[src/rtl/npc_unit_pkg.sv]
// Shared constants for the fetch-stage next-PC unit and its return-address stack.
package npc_unit_pkg;

  localparam int          XLEN_DEF     = 32;
  localparam logic [31:0] RESET_PC_DEF = 32'h0000_0000;

  // Link registers: ra (x1) and the alternate link register t0 (x5)
  localparam logic [4:0]  LINK_X1      = 5'd1;
  localparam logic [4:0]  LINK_X5      = 5'd5;

  function automatic logic is_link_reg(input logic [4:0] r);
    return (r == LINK_X1) || (r == LINK_X5);
  endfunction

endpackage

[src/rtl/npc_unit_if.sv]
// Redirect, predictor, link and status signals between the fetch control and npc_unit.
interface npc_unit_if
  import npc_unit_pkg::*;
#(
  parameter int XLEN = XLEN_DEF
);

  logic            stall;
  logic            predict_valid;
  logic [XLEN-1:0] predict_target;
  logic            br;
  logic [XLEN-1:0] br_target;
  logic            jalr;
  logic [XLEN-1:0] jalr_target;
  logic            jal;
  logic [XLEN-1:0] jal_target;
  logic            link_push;
  logic            link_pop;
  logic [XLEN-1:0] link_addr;

  logic [XLEN-1:0] pc;
  logic [XLEN-1:0] npc;
  logic [XLEN-1:0] ras_top;
  logic            ras_valid;
  logic            redirect;
  logic [31:0]     mispredict_cnt;

  modport master (
    output stall, predict_valid, predict_target, br, br_target, jalr, jalr_target,
           jal, jal_target, link_push, link_pop, link_addr,
    input  pc, npc, ras_top, ras_valid, redirect, mispredict_cnt
  );

  modport slave (
    input  stall, predict_valid, predict_target, br, br_target, jalr, jalr_target,
           jal, jal_target, link_push, link_pop, link_addr,
    output pc, npc, ras_top, ras_valid, redirect, mispredict_cnt
  );

endinterface

[src/rtl/npc_ras.sv]
// Circular return-address stack: push, pop and push+pop swap; oldest entry is
// silently overwritten when full, pops on empty are ignored.
module npc_ras #(
  parameter int XLEN      = 32,
  parameter int RAS_DEPTH = 4
) (
  input  logic            clk,
  input  logic            rst_n,
  input  logic            push,
  input  logic            pop,
  input  logic [XLEN-1:0] link_addr,
  output logic [XLEN-1:0] top,
  output logic            valid
);

  localparam int PTR_W = $clog2(RAS_DEPTH);
  localparam int CNT_W = $clog2(RAS_DEPTH + 1);

  logic [PTR_W-1:0] tp_q, tp_d;
  logic [CNT_W-1:0] cnt_q, cnt_d;
  logic [PTR_W-1:0] top_idx;
  logic             wr_en;
  logic [PTR_W-1:0] wr_idx;
  logic [XLEN-1:0]  entry_q [RAS_DEPTH];

  assign top_idx = tp_q - PTR_W'(1);
  assign valid   = (cnt_q != '0);
  assign top     = valid ? entry_q[top_idx] : '0;

  always_comb begin
    tp_d   = tp_q;
    cnt_d  = cnt_q;
    wr_en  = 1'b0;
    wr_idx = tp_q;
    if (push && pop && valid) begin
      // Coroutine swap: replace the current top in place
      wr_en  = 1'b1;
      wr_idx = top_idx;
    end else if (push) begin
      wr_en  = 1'b1;
      tp_d   = tp_q + PTR_W'(1);
      cnt_d  = (cnt_q == CNT_W'(RAS_DEPTH)) ? cnt_q : cnt_q + CNT_W'(1);
    end else if (pop && valid) begin
      tp_d   = top_idx;
      cnt_d  = cnt_q - CNT_W'(1);
    end
  end

  always_ff @(posedge clk) begin
    if (!rst_n) begin
      tp_q  <= '0;
      cnt_q <= '0;
    end else begin
      tp_q  <= tp_d;
      cnt_q <= cnt_d;
    end
  end

  // Entries carry data only and are never reset; cnt_q masks stale contents
  always_ff @(posedge clk) begin
    if (wr_en) entry_q[wr_idx] <= link_addr;
  end

endmodule

[src/rtl/npc_unit.sv]
// RV32I fetch PC register with fixed-priority next-PC selection, stall hold,
// return-address stack and a saturating branch-mispredict counter.
module npc_unit
  import npc_unit_pkg::*;
#(
  parameter int              XLEN       = XLEN_DEF,
  parameter logic [XLEN-1:0] RESET_PC   = XLEN'(RESET_PC_DEF),
  parameter int              RAS_DEPTH  = 4,
  parameter int              INST_BYTES = 4
) (
  input  logic     clk,
  input  logic     rst_n,
  npc_unit_if.slave bus
);

  function automatic logic [31:0] sat_inc(input logic [31:0] v);
    return (v == 32'hFFFF_FFFF) ? v : v + 32'd1;
  endfunction

  logic [XLEN-1:0] pc_q, pc_d;
  logic [31:0]     mispredict_cnt_q, mispredict_cnt_d;
  logic [XLEN-1:0] npc;
  logic            rd;
  logic            ras_push;
  logic            ras_pop;

  always_comb begin
    npc = pc_q + XLEN'(INST_BYTES);
    if (bus.br)                 npc = bus.br_target;
    else if (bus.jalr)          npc = bus.jalr_target;
    else if (bus.jal)           npc = bus.jal_target;
    else if (bus.stall)         npc = pc_q;
    else if (bus.predict_valid) npc = bus.predict_target;
  end

  always_comb begin
    pc_d             = npc;
    mispredict_cnt_d = bus.br ? sat_inc(mispredict_cnt_q) : mispredict_cnt_q;
  end

  // A mispredicting branch squashes the younger jal/jalr resolving alongside it
  assign rd       = bus.jal | bus.jalr;
  assign ras_push = rd & ~bus.br & bus.link_push;
  assign ras_pop  = rd & ~bus.br & bus.link_pop;

  always_ff @(posedge clk) begin
    if (!rst_n) begin
      pc_q             <= RESET_PC;
      mispredict_cnt_q <= '0;
    end else begin
      pc_q             <= pc_d;
      mispredict_cnt_q <= mispredict_cnt_d;
    end
  end

  npc_ras #(
    .XLEN      (XLEN),
    .RAS_DEPTH (RAS_DEPTH)
  ) u_ras (
    .clk       (clk),
    .rst_n     (rst_n),
    .push      (ras_push),
    .pop       (ras_pop),
    .link_addr (bus.link_addr),
    .top       (bus.ras_top),
    .valid     (bus.ras_valid)
  );

  assign bus.pc             = pc_q;
  assign bus.npc            = npc;
  assign bus.redirect       = bus.br | bus.jalr | bus.jal;
  assign bus.mispredict_cnt = mispredict_cnt_q;

endmodule

[src/flat_wrapper.sv]
// flat-port wrapper written by rule: the top's interface ports become plain ports
module npc_unit_flat import npc_unit_pkg::*;
#(
  parameter int              XLEN       = XLEN_DEF,
  parameter logic [XLEN-1:0] RESET_PC   = XLEN'(RESET_PC_DEF),
  parameter int              RAS_DEPTH  = 4,
  parameter int              INST_BYTES = 4
)
  (clk, rst_n, bus_stall, bus_predict_valid, bus_predict_target, bus_br, bus_br_target, bus_jalr, bus_jalr_target, bus_jal, bus_jal_target, bus_link_push, bus_link_pop, bus_link_addr, bus_pc, bus_npc, bus_ras_top, bus_ras_valid, bus_redirect, bus_mispredict_cnt);
  npc_unit_if #(.XLEN(XLEN)) bus_i ();
  input  logic clk;
  input  logic rst_n;
  input wire logic [$bits(bus_i.stall)-1:0] bus_stall;
  input wire logic [$bits(bus_i.predict_valid)-1:0] bus_predict_valid;
  input wire logic [$bits(bus_i.predict_target)-1:0] bus_predict_target;
  input wire logic [$bits(bus_i.br)-1:0] bus_br;
  input wire logic [$bits(bus_i.br_target)-1:0] bus_br_target;
  input wire logic [$bits(bus_i.jalr)-1:0] bus_jalr;
  input wire logic [$bits(bus_i.jalr_target)-1:0] bus_jalr_target;
  input wire logic [$bits(bus_i.jal)-1:0] bus_jal;
  input wire logic [$bits(bus_i.jal_target)-1:0] bus_jal_target;
  input wire logic [$bits(bus_i.link_push)-1:0] bus_link_push;
  input wire logic [$bits(bus_i.link_pop)-1:0] bus_link_pop;
  input wire logic [$bits(bus_i.link_addr)-1:0] bus_link_addr;
  output wire logic [$bits(bus_i.pc)-1:0] bus_pc;
  output wire logic [$bits(bus_i.npc)-1:0] bus_npc;
  output wire logic [$bits(bus_i.ras_top)-1:0] bus_ras_top;
  output wire logic [$bits(bus_i.ras_valid)-1:0] bus_ras_valid;
  output wire logic [$bits(bus_i.redirect)-1:0] bus_redirect;
  output wire logic [$bits(bus_i.mispredict_cnt)-1:0] bus_mispredict_cnt;
  assign bus_i.stall = bus_stall;
  assign bus_i.predict_valid = bus_predict_valid;
  assign bus_i.predict_target = bus_predict_target;
  assign bus_i.br = bus_br;
  assign bus_i.br_target = bus_br_target;
  assign bus_i.jalr = bus_jalr;
  assign bus_i.jalr_target = bus_jalr_target;
  assign bus_i.jal = bus_jal;
  assign bus_i.jal_target = bus_jal_target;
  assign bus_i.link_push = bus_link_push;
  assign bus_i.link_pop = bus_link_pop;
  assign bus_i.link_addr = bus_link_addr;
  assign bus_pc = bus_i.pc;
  assign bus_npc = bus_i.npc;
  assign bus_ras_top = bus_i.ras_top;
  assign bus_ras_valid = bus_i.ras_valid;
  assign bus_redirect = bus_i.redirect;
  assign bus_mispredict_cnt = bus_i.mispredict_cnt;
  npc_unit #(.XLEN(XLEN), .RESET_PC(RESET_PC), .RAS_DEPTH(RAS_DEPTH), .INST_BYTES(INST_BYTES)) u_core (.clk(clk), .rst_n(rst_n), .bus(bus_i));
endmodule
[config.mk]
export PLATFORM = sky130hd
export DESIGN_NAME = npc_unit_flat
export DESIGN_NICKNAME = d
export VERILOG_FILES = /design/src/rtl/npc_unit_pkg.sv /design/src/rtl/npc_unit_if.sv /design/src/rtl/npc_ras.sv /design/src/rtl/npc_unit.sv /design/src/flat_wrapper.sv
export SDC_FILE = /design/constraint.sdc
export NUM_CORES = 1
export LEC_CHECK = 0
export ABC_AREA = 1
export CORE_ASPECT_RATIO = 2
export CORE_MARGIN = 2
export CORE_UTILIZATION = 25
export CTS_BUF_LIST = sky130_fd_sc_hd__clkbuf_2 sky130_fd_sc_hd__clkbuf_4 sky130_fd_sc_hd__clkbuf_8
export DETAILED_ROUTE_END_ITERATION = 12
export GPL_ROUTABILITY_DRIVEN = 0
export PLACE_DENSITY_LB_ADDON = 0.15
export SLEW_MARGIN = 5
export SYNTH_ARGS = -nofsm -noshare
export SYNTH_HDL_FRONTEND = slang
export SYNTH_SLANG_ARGS = --single-unit
[constraint.sdc]
create_clock -name clk -period 6.5 [get_ports clk]
set_input_delay 0.65 -clock clk [delete_from_list [all_inputs] [get_ports clk]]
set_output_delay 0.65 -clock clk [all_outputs]
set_load 0.05 [all_outputs]
==> results of run 1 <==
[kinds of logic after synthesis]
logic type	count (synthesis)	synth area share, %
AO/OA/AOI/OAI	228	15.5
XOR/XNOR	33	2.86
adder cells (fa/ha/maj)	3	0.445
flip-flops	197	51.6
AND/OR/NAND/NOR	565	24.4
buffers and inverters	126	5.17
[how the worst min path moves through the flow]
stage	to	slack (ps)	cells after the start
5_1_grt	u_core.bus.mispredict_cnt[3]	530	1
6_report	u_core.bus.mispredict_cnt[3]	510	1
4_1_cts	u_core.bus.mispredict_cnt[3]	510	1
3_3_place_gp	u_core.bus.mispredict_cnt[0]	470	1
2_1_floorplan	u_core.u_ras.cnt_q[2]	470	2
3_5_place_dp	u_core.bus.mispredict_cnt[0]	490	1
[where the power goes]
part	switching, mW	internal [mW]
sequential	0.0471	1.37
combinational	0.575	0.310
clock	0.593	0.328
[worst max-delay path, cell delays in order]
cell and delay [ps]:
clkdlybuf4s50_1 970, inv_1 930, o21ai_0 210, a21oi_1 150, o21ai_0 140, nand2_1 100
o21a_1 140, clkdlybuf4s50_1 820
[metrics by stage]
step                worst slack [ps]  util [%]  cells  hold slack (ps)
floorplan                       3110         -   1152              471
global placement                1810      34.1   1937              470
detailed placement              1800      34.1   1937              485
CTS                             1770      35.2   1969              514
global route                    1560      35.2   1972              526
finish                          1730      35.2   1972              506
[layout make-up]
| cell class | instances | area [sq um] |
|---|---|---|
| Clock inverter | 15 | 234 |
| Multi-Input combinational cell | 829 | 4420 |
| Clock buffer | 17 | 234 |
| Timing Repair Buffer | 311 | 3080 |
| Fill cell | 4242 | 26000 |
| Tap cell | 530 | 663 |
| Antenna cell | 3 | 7.51 |
| Inverter | 70 | 263 |
| Sequential cell | 197 | 5230 |
[sequential cells by signal, indices dropped and copies added, names as in the netlist]
name                       count
u_core.bus.mispredict_cnt     32
u_core.u_ras.cnt_q             3
u_core.u_ras.tp_q              2
u_core.bus.pc                 32
u_core.u_ras.entry_q         128
[cells in the final DEF (no fill, tap or decap), types with 7 or more instances in the layout]
master | netlist | routed
inv_1 | 58 | 58
a31oi_1 | 34 | 34
nand3_1 | 36 | 36
clkbuf_8 | 0 | 17
nand2_1 | 355 | 355
edfxtp_1 | 128 | 128
o21ai_0 | 19 | 19
o21ai_1 | 15 | 15
a221oi_1 | 17 | 17
xnor2_1 | 7 | 7
buf_4 | 1 | 13
o221a_2 | 17 | 17
clkdlybuf4s50_1 | 0 | 298
nor3_1 | 20 | 20
nor2_4 | 5 | 11
nor2_1 | 81 | 75
xor2_1 | 26 | 26
dfxtp_1 | 69 | 69
inv_2 | 10 | 10
nand4_1 | 20 | 20
nor2_2 | 14 | 14
a21oi_1 | 68 | 68
a22o_1 | 32 | 32
[layer usage]
layer | vias up | share of wire [%] | wire length, microns | track usage, %
met4 | 2 | 5.2 | 2160 | 10.8
met5 | - | 0.026 | 11 | 0
li1 | 4561 | - | - | -
met2 | 389 | 55 | 22700 | 37.0
met1 | 4543 | 35 | 14400 | 19.0
met3 | 91 | 5.5 | 2270 | 3.97
==> metrics.csv, run 1 <==
metric,value,unit
status,"finished, final reports clean",
yosysMostFrequentCell,nand2_1,
avgSynthCellArea,8.78,sq um
cts_buffers,17,
h-tree-depth,4,
cp.arrival,4120,ps
synth_common_cells,"355 x nand2_1, 128 x edfxtp_1, 81 x nor2_1, 69 x dfxtp_1, 68 x a21oi_1",
synthCells,1152,
rr_worst_depth,9,
clock_latency,510,ps
critPathLaunchType,primary input,
num_vias,9586,
hold_start,u_core.bus.mispredict_cnt[3],
fin_area,14100,sq um
cp.required,5850,ps
synth_area_leaders,"edfxtp_1 38%, dfxtp_1 14%, nand2_1 13%, a21oi_1 3.4%, nor2_1 3.0%",
fin_crit,4770,ps
clk_path_buf_depth,2,
yosysSeqAreaShare,51.6,%
num_rows,104,
area_growth,39.6,%
dp_hpwl,31000,microns
cts_tree,yes,
synthArstFlopShare,0,%
start_util,25.2,%
cts_resized,0,
setup_tns,0,ps
cts_setup_buffers,0,
endpoint,bus_npc[6],
p_per_area,229,nW/um^2
r2r-end,u_core.u_ras.entry_q[1][30],
yosysTopAreaCellShare,38.0,%
endpoint_kind,primary output,
cts_sinks,197,
ys_ff_latch,197,
cts_hold_buf,0,
grt_use_total,19.2,%
yosys.area.top_type,edfxtp_1,
max-vdd-ir-drop,0.000177,V
setup_violations,0,
core_area,40100,sq um
syn-cell-area,10100,sq um
p_leak,4.94,nW
total_power,3.23,mW
yosysUniqueCellTypes,53,
worstMarginPinSlew,1130,ps
slew_headroom,24.7,%
postPlaceCellArea,13600,sq um
ant_nets,0,
layout.nets,1598,
clkSlewWorstSetupHoldPaths,120,ps
synth-edff-count,128,
dr.pass1.iters,5,
die_w,146,microns
grt_overflow,0,
grt_pass1_vias,9736,
rr_startpoint,u_core.u_ras.tp_q[0],
synthesis.nets,1324,
cap_viol_max_count,0,
grt_max_degree,37,
antenna_found_initial,4,
hold_path.class,register to register,
drc,0,
ys_warn_count,0,
timing.reg2reg.setup_slack,3060,ps
crit_type,primary input to primary output,
dieHeight,289,microns
hold_violations,0,
cp-startpoint,bus_stall,
fin_skew,22.4,ps
drv_slew,0,
synth_ff_type,edfxtp_1,
drive_gt1_share,8.41,%
io_pins,299,
grt_pass1_wl,60700,microns
cp_max_fo,24,
cts-root-buf,clkbuf_8,
period_share,73.4,%
dieArea,42200,sq um
drt-wirelength-per-cell,21.1,microns
fmax,210,MHz
rsz0062_at_grt,no,
drt-total-wl,41500,microns
port-buffer-count,298,
vias_per_cell,4.86,
drtIter0Drc,449,
Note: power is estimated with default switching activity, not from simulation.
==> inputs of run 2 (changes only) <==
==> constraint.sdc (replaced) <==
create_clock -name clk -period 4.3 [get_ports clk]
set_input_delay 0.43 -clock clk [delete_from_list [all_inputs] [get_ports clk]]
set_output_delay 0.43 -clock clk [all_outputs]
set_load 0.05 [all_outputs]
==> run 2 against run 1 <==
Clock power rose by 39%. Register-to-register slack got worse by 1400 ps. Via count fell by 0.50%. Non-clock buffer count rose by 8. Highest routed layer unchanged. Die area did not move. Global-route usage barely moved.
==> metrics.csv, run 2 (synthesized netlist as in run 1, its figures left out) <==
metric,value,unit
fin_area,14300,sq um
grt_max_degree,49,
cap_viol_max_count,0,
io_pins,299,
timing.reg2reg.setup_slack,1660,ps
layout.nets,1606,
final_cell_mix,"355 x nand2_1, 233 x clkdlybuf4s50_1, 128 x edfxtp_1, 75 x nor2_1, 69 x dfxtp_1",
grt_pass1_wl,60200,microns
dp_hpwl,31700,microns
die_w,146,microns
cts_resized,0,
grt_overflow,0,
total_power,4.81,mW
fin_skew,31.4,ps
placedCellCount,1945,
cp.required,3870,ps
clkSlewWorstSetupHoldPaths,140,ps
antenna_found_initial,4,
regMostFlops,u_core.u_ras.entry_q,
fin_crit,3390,ps
largest_reg_flops,128,
endpoint_kind,primary output,
port-buffer-count,298,
p_per_area,336,nW/um^2
max-vdd-ir-drop,0.000303,V
pre_cts_ws,988,ps
setup_slack,911,ps
cp_max_fo,7,
period_share,78.8,%
postPlaceCellArea,13900,sq um
hold_path.class,primary input to register,
layout_commonest_cell,nand2_1,
dieArea,42200,sq um
vias_per_cell,4.82,
drc,0,
setup_tns,0,ps
drt-wirelength-per-cell,21.0,microns
fill_cells,4187,
stdcell_count,1979,
clk_path_buf_depth,2,
dieHeight,289,microns
cts_buffers,17,
start_util,25.2,%
ant_nets,0,
p_leak,5.16,nW
cts_setup_buffers,0,
cp.arrival,2960,ps
drive_gt1_share,13.4,%
area_growth,41.3,%
critPathLaunchType,register,
status,"finished, final reports clean",
cts-root-buf,clkbuf_8,
hold_violations,0,
setup_violations,0,
core_area,40100,sq um
drv_slew,0,
dr.pass1.iters,7,
holdWs,500,ps
drtIter0Drc,439,
cts_tree,yes,
worstMarginPinSlew,940,ps
rsz0062_at_grt,no,
clock_latency,510,ps
num_rows,104,
grt_pass1_vias,9583,
grt_use_total,19.2,%
cts_sinks,197,
finalCoreUtilization,35.7,%
drt-total-wl,41600,microns
cts_hold_buf,0,
crit_type,register to primary output,
num_vias,9538,
slew_headroom,37.1,%
h-tree-depth,4,
fmax,295,MHz
run 2: cell type report:
class,count,area (sq um),share of cell area [%]
diodes,2,5.00,0.0350
flip-flops and latches,197,5230,36.5
multi-input cells,829,4420,30.9
clock buffers,17,234,1.64
well taps,530,663,4.64
inverters,70,263,1.84
clock inverters,15,190,1.33
repair buffers,319,3300,23.1
run 2: power breakdown:
group,switching (mW),total [mW],leakage [nW],internal [mW]
clock network,0.822,1.28,0.213,0.459
registers,0.0719,2.15,1.73,2.08
logic,0.879,1.38,3.22,0.498
total,1.77,4.81,5.16,3.04
run 2: final timing paths:
kind	start	to	cells past startpoint
worst max-delay path	u_core.bus.pc[4]	bus_npc[19]	11
worst min-delay path	bus_br_target[17]	u_core.bus.pc[17]	3
worst max register to register	u_core.u_ras.tp_q[0]	u_core.u_ras.entry_q[1][23]	8
worst min register to register	u_core.bus.mispredict_cnt[29]	u_core.bus.mispredict_cnt[29]	2
run 2: critical path, stage by stage, from the launching register on:
cell	delay, ps
dfxtp_1	720
nand3_4	260
inv_1	160
nand4_1	110
nor2_1	280
xor2_1	170
nand2_1	70
nand2_1	60
nand2_1	200
nand2_1	150
nand2_1	100
buf_12	160
run 2: routing by layer:
layer | routed length, microns | vias to the layer above | track usage, %
met5 | 25 | - | 0
met4 | 2050 | 4 | 11.2
met3 | 2070 | 93 | 3.87
met2 | 23200 | 353 | 37.5
met1 | 14300 | 4512 | 18.5
li1 | - | 4576 | -
==> RTL edit: new RTL, config.mk and constraints of run 2 <==
`RAS_DEPTH` is set to 4 in 3 places; all go to 2.
--- a/src/rtl/npc_ras.sv
+++ b/src/rtl/npc_ras.sv
@@ -2,7 +2,7 @@
 // silently overwritten when full, pops on empty are ignored.
 module npc_ras #(
   parameter int XLEN      = 32,
-  parameter int RAS_DEPTH = 4
+  parameter int RAS_DEPTH = 2
 ) (
   input  logic            clk,
   input  logic            rst_n,
--- a/src/rtl/npc_unit.sv
+++ b/src/rtl/npc_unit.sv
@@ -5,7 +5,7 @@
 #(
   parameter int              XLEN       = XLEN_DEF,
   parameter logic [XLEN-1:0] RESET_PC   = XLEN'(RESET_PC_DEF),
-  parameter int              RAS_DEPTH  = 4,
+  parameter int              RAS_DEPTH  = 2,
   parameter int              INST_BYTES = 4
 ) (
   input  logic     clk,
--- a/src/flat_wrapper.sv
+++ b/src/flat_wrapper.sv
@@ -3,7 +3,7 @@
 #(
   parameter int              XLEN       = XLEN_DEF,
   parameter logic [XLEN-1:0] RESET_PC   = XLEN'(RESET_PC_DEF),
-  parameter int              RAS_DEPTH  = 4,
+  parameter int              RAS_DEPTH  = 2,
   parameter int              INST_BYTES = 4
 )
   (clk, rst_n, bus_stall, bus_predict_valid, bus_predict_target, bus_br, bus_br_target, bus_jalr, bus_jalr_target, bus_jal, bus_jal_target, bus_link_push, bus_link_pop, bus_link_addr, bus_pc, bus_npc, bus_ras_top, bus_ras_valid, bus_redirect, bus_mispredict_cnt);
Function: same outputs for any inputs over 4 cycles, from zero or initial values and one cycle with rst_n low; that may be too few to reach the edited logic, so the function may still have changed.
==> RTL edit against run 2 <==
Setup slack got worse by 0.13 ns; total power fell by 27%; area after synthesis fell by 25%; largest cell class is now multi-input gates; sequential cell count fell by 66; global-route usage rose by 2.0 points; sequential power fell by 34%; final cell count fell by 13%; wire length fell by 17%; design area fell by 19%; critical path depth fell by 5.
==> RTL edit: results (changes against run 2) <==
Pwr
  • P_clk: 1.07 mW (was 1.28 mW)
  • Static Leak: 4.33 nW (was 5.16 nW)
  • Gate power share: 0.297 (was 0.286)
  • Peak supply drop: 0.254 mV (was 0.303 mV)

Yosys
  • Post-Synth XOR/XNOR Area: 0.0358 (was 0.0286)
  • Synth Area in Compound Gates: 0.164 (was 0.155)
  • Cells after synthesis: 1044 (was 1152)
  • Synthesized Nets: 1215 (was 1324)
  • Register area share after synthesis: 0.430 (was 0.516)
  • Post-synthesis adder-cell area fraction: 0.00330 (was 0.00445)
  • Post-synth top cells: 390 x nand2_1, 107 x a21oi_1, 101 x nor2_1 (was 355 x nand2_1, 128 x edfxtp_1, 81 x nor2_1)
  • Post-synth EDFFs: 64 (was 128)
  • Top cells by area, synth: edfxtp_1 25%, nand2_1 19%, dfxtp_1 18%, a21oi_1 7.1%, nor2_1 5.0% (was edfxtp_1 38%, dfxtp_1 14%, nand2_1 13%, a21oi_1 3.4%, nor2_1 3.0%)

Worst setup path
  • CP max stage delay: 0.78 ns (was 0.72 ns)
  • Max FO, Critical Path: 34 (was 7)
  • R2R Setup Slk: 1.54 ns (was 1.66 ns)
  • Reg2Reg Depth: 5 (was 8)

STA
  • Fmax: 284 MHz (was 295 MHz)
  • Worst Skew: 0.0160 ns (was 0.0314 ns)
  • Max-slew headroom: 0.322 (was 0.371)

CTS
  • Clock slew seen by the registers of the worst setup and hold paths: 0.09 ns (was 0.14 ns)

Placed design
  • DP Area: 11200 sq um (was 13900 sq um)
  • Pre-CTS setup slack: 0.848 ns (was 0.988 ns)
  • Hpwl dp: 26.6 mm (was 31.7 mm)

Global route
  • Vias in the first global route: 8458 (was 9583)
  • GRT Total Usage: 0.212 (was 0.192)
  • First-pass GRT wire length: 49.7 mm (was 60.2 mm)

Final layout
  • Layout fillers: 3165 (was 4187)
  • Layout Nets: 1503 (was 1606)

Status
  • Status: completed (unchanged)

Route
  • Routed vias/inst: 4.84 (was 4.82)
  • Initial DRC count: 447 (was 439)
## RTL edit: final timing paths
check / start / to
min reg2reg: u_core.bus.mispredict_cnt[6] / u_core.bus.mispredict_cnt[6]
max reg2reg: u_core.u_ras.cnt_q[0] / u_core.u_ras.entry_q[1][1]
max: u_core.u_ras.tp_q / bus_ras_top[10]
min: bus_br / u_core.u_ras.cnt_q[0]
## RTL edit: final cells by class
| cell class | instances | area [sq um] | area share |
|---|---|---|---|
| diodes | 2 | 5.00 | 0.000433 |
| clock buffers | 17 | 234 | 0.0202 |
| clock inverters | 15 | 160 | 0.0138 |
| inverters | 64 | 240 | 0.0208 |
| multi-input cells | 804 | 3900 | 0.337 |
| flip-flops and latches | 131 | 3260 | 0.282 |
| well taps | 368 | 460 | 0.0398 |
| repair buffers | 314 | 3310 | 0.286 |
## RTL edit: per-layer routing
metal	GRT usage	part of all wire	up-vias
li1	-	-	4081
met1	0.186	0.32	3836
met2	0.428	0.58	286
met3	0.0410	0.043	89
met4	0.126	0.058	2
met5	0	0.00038	-
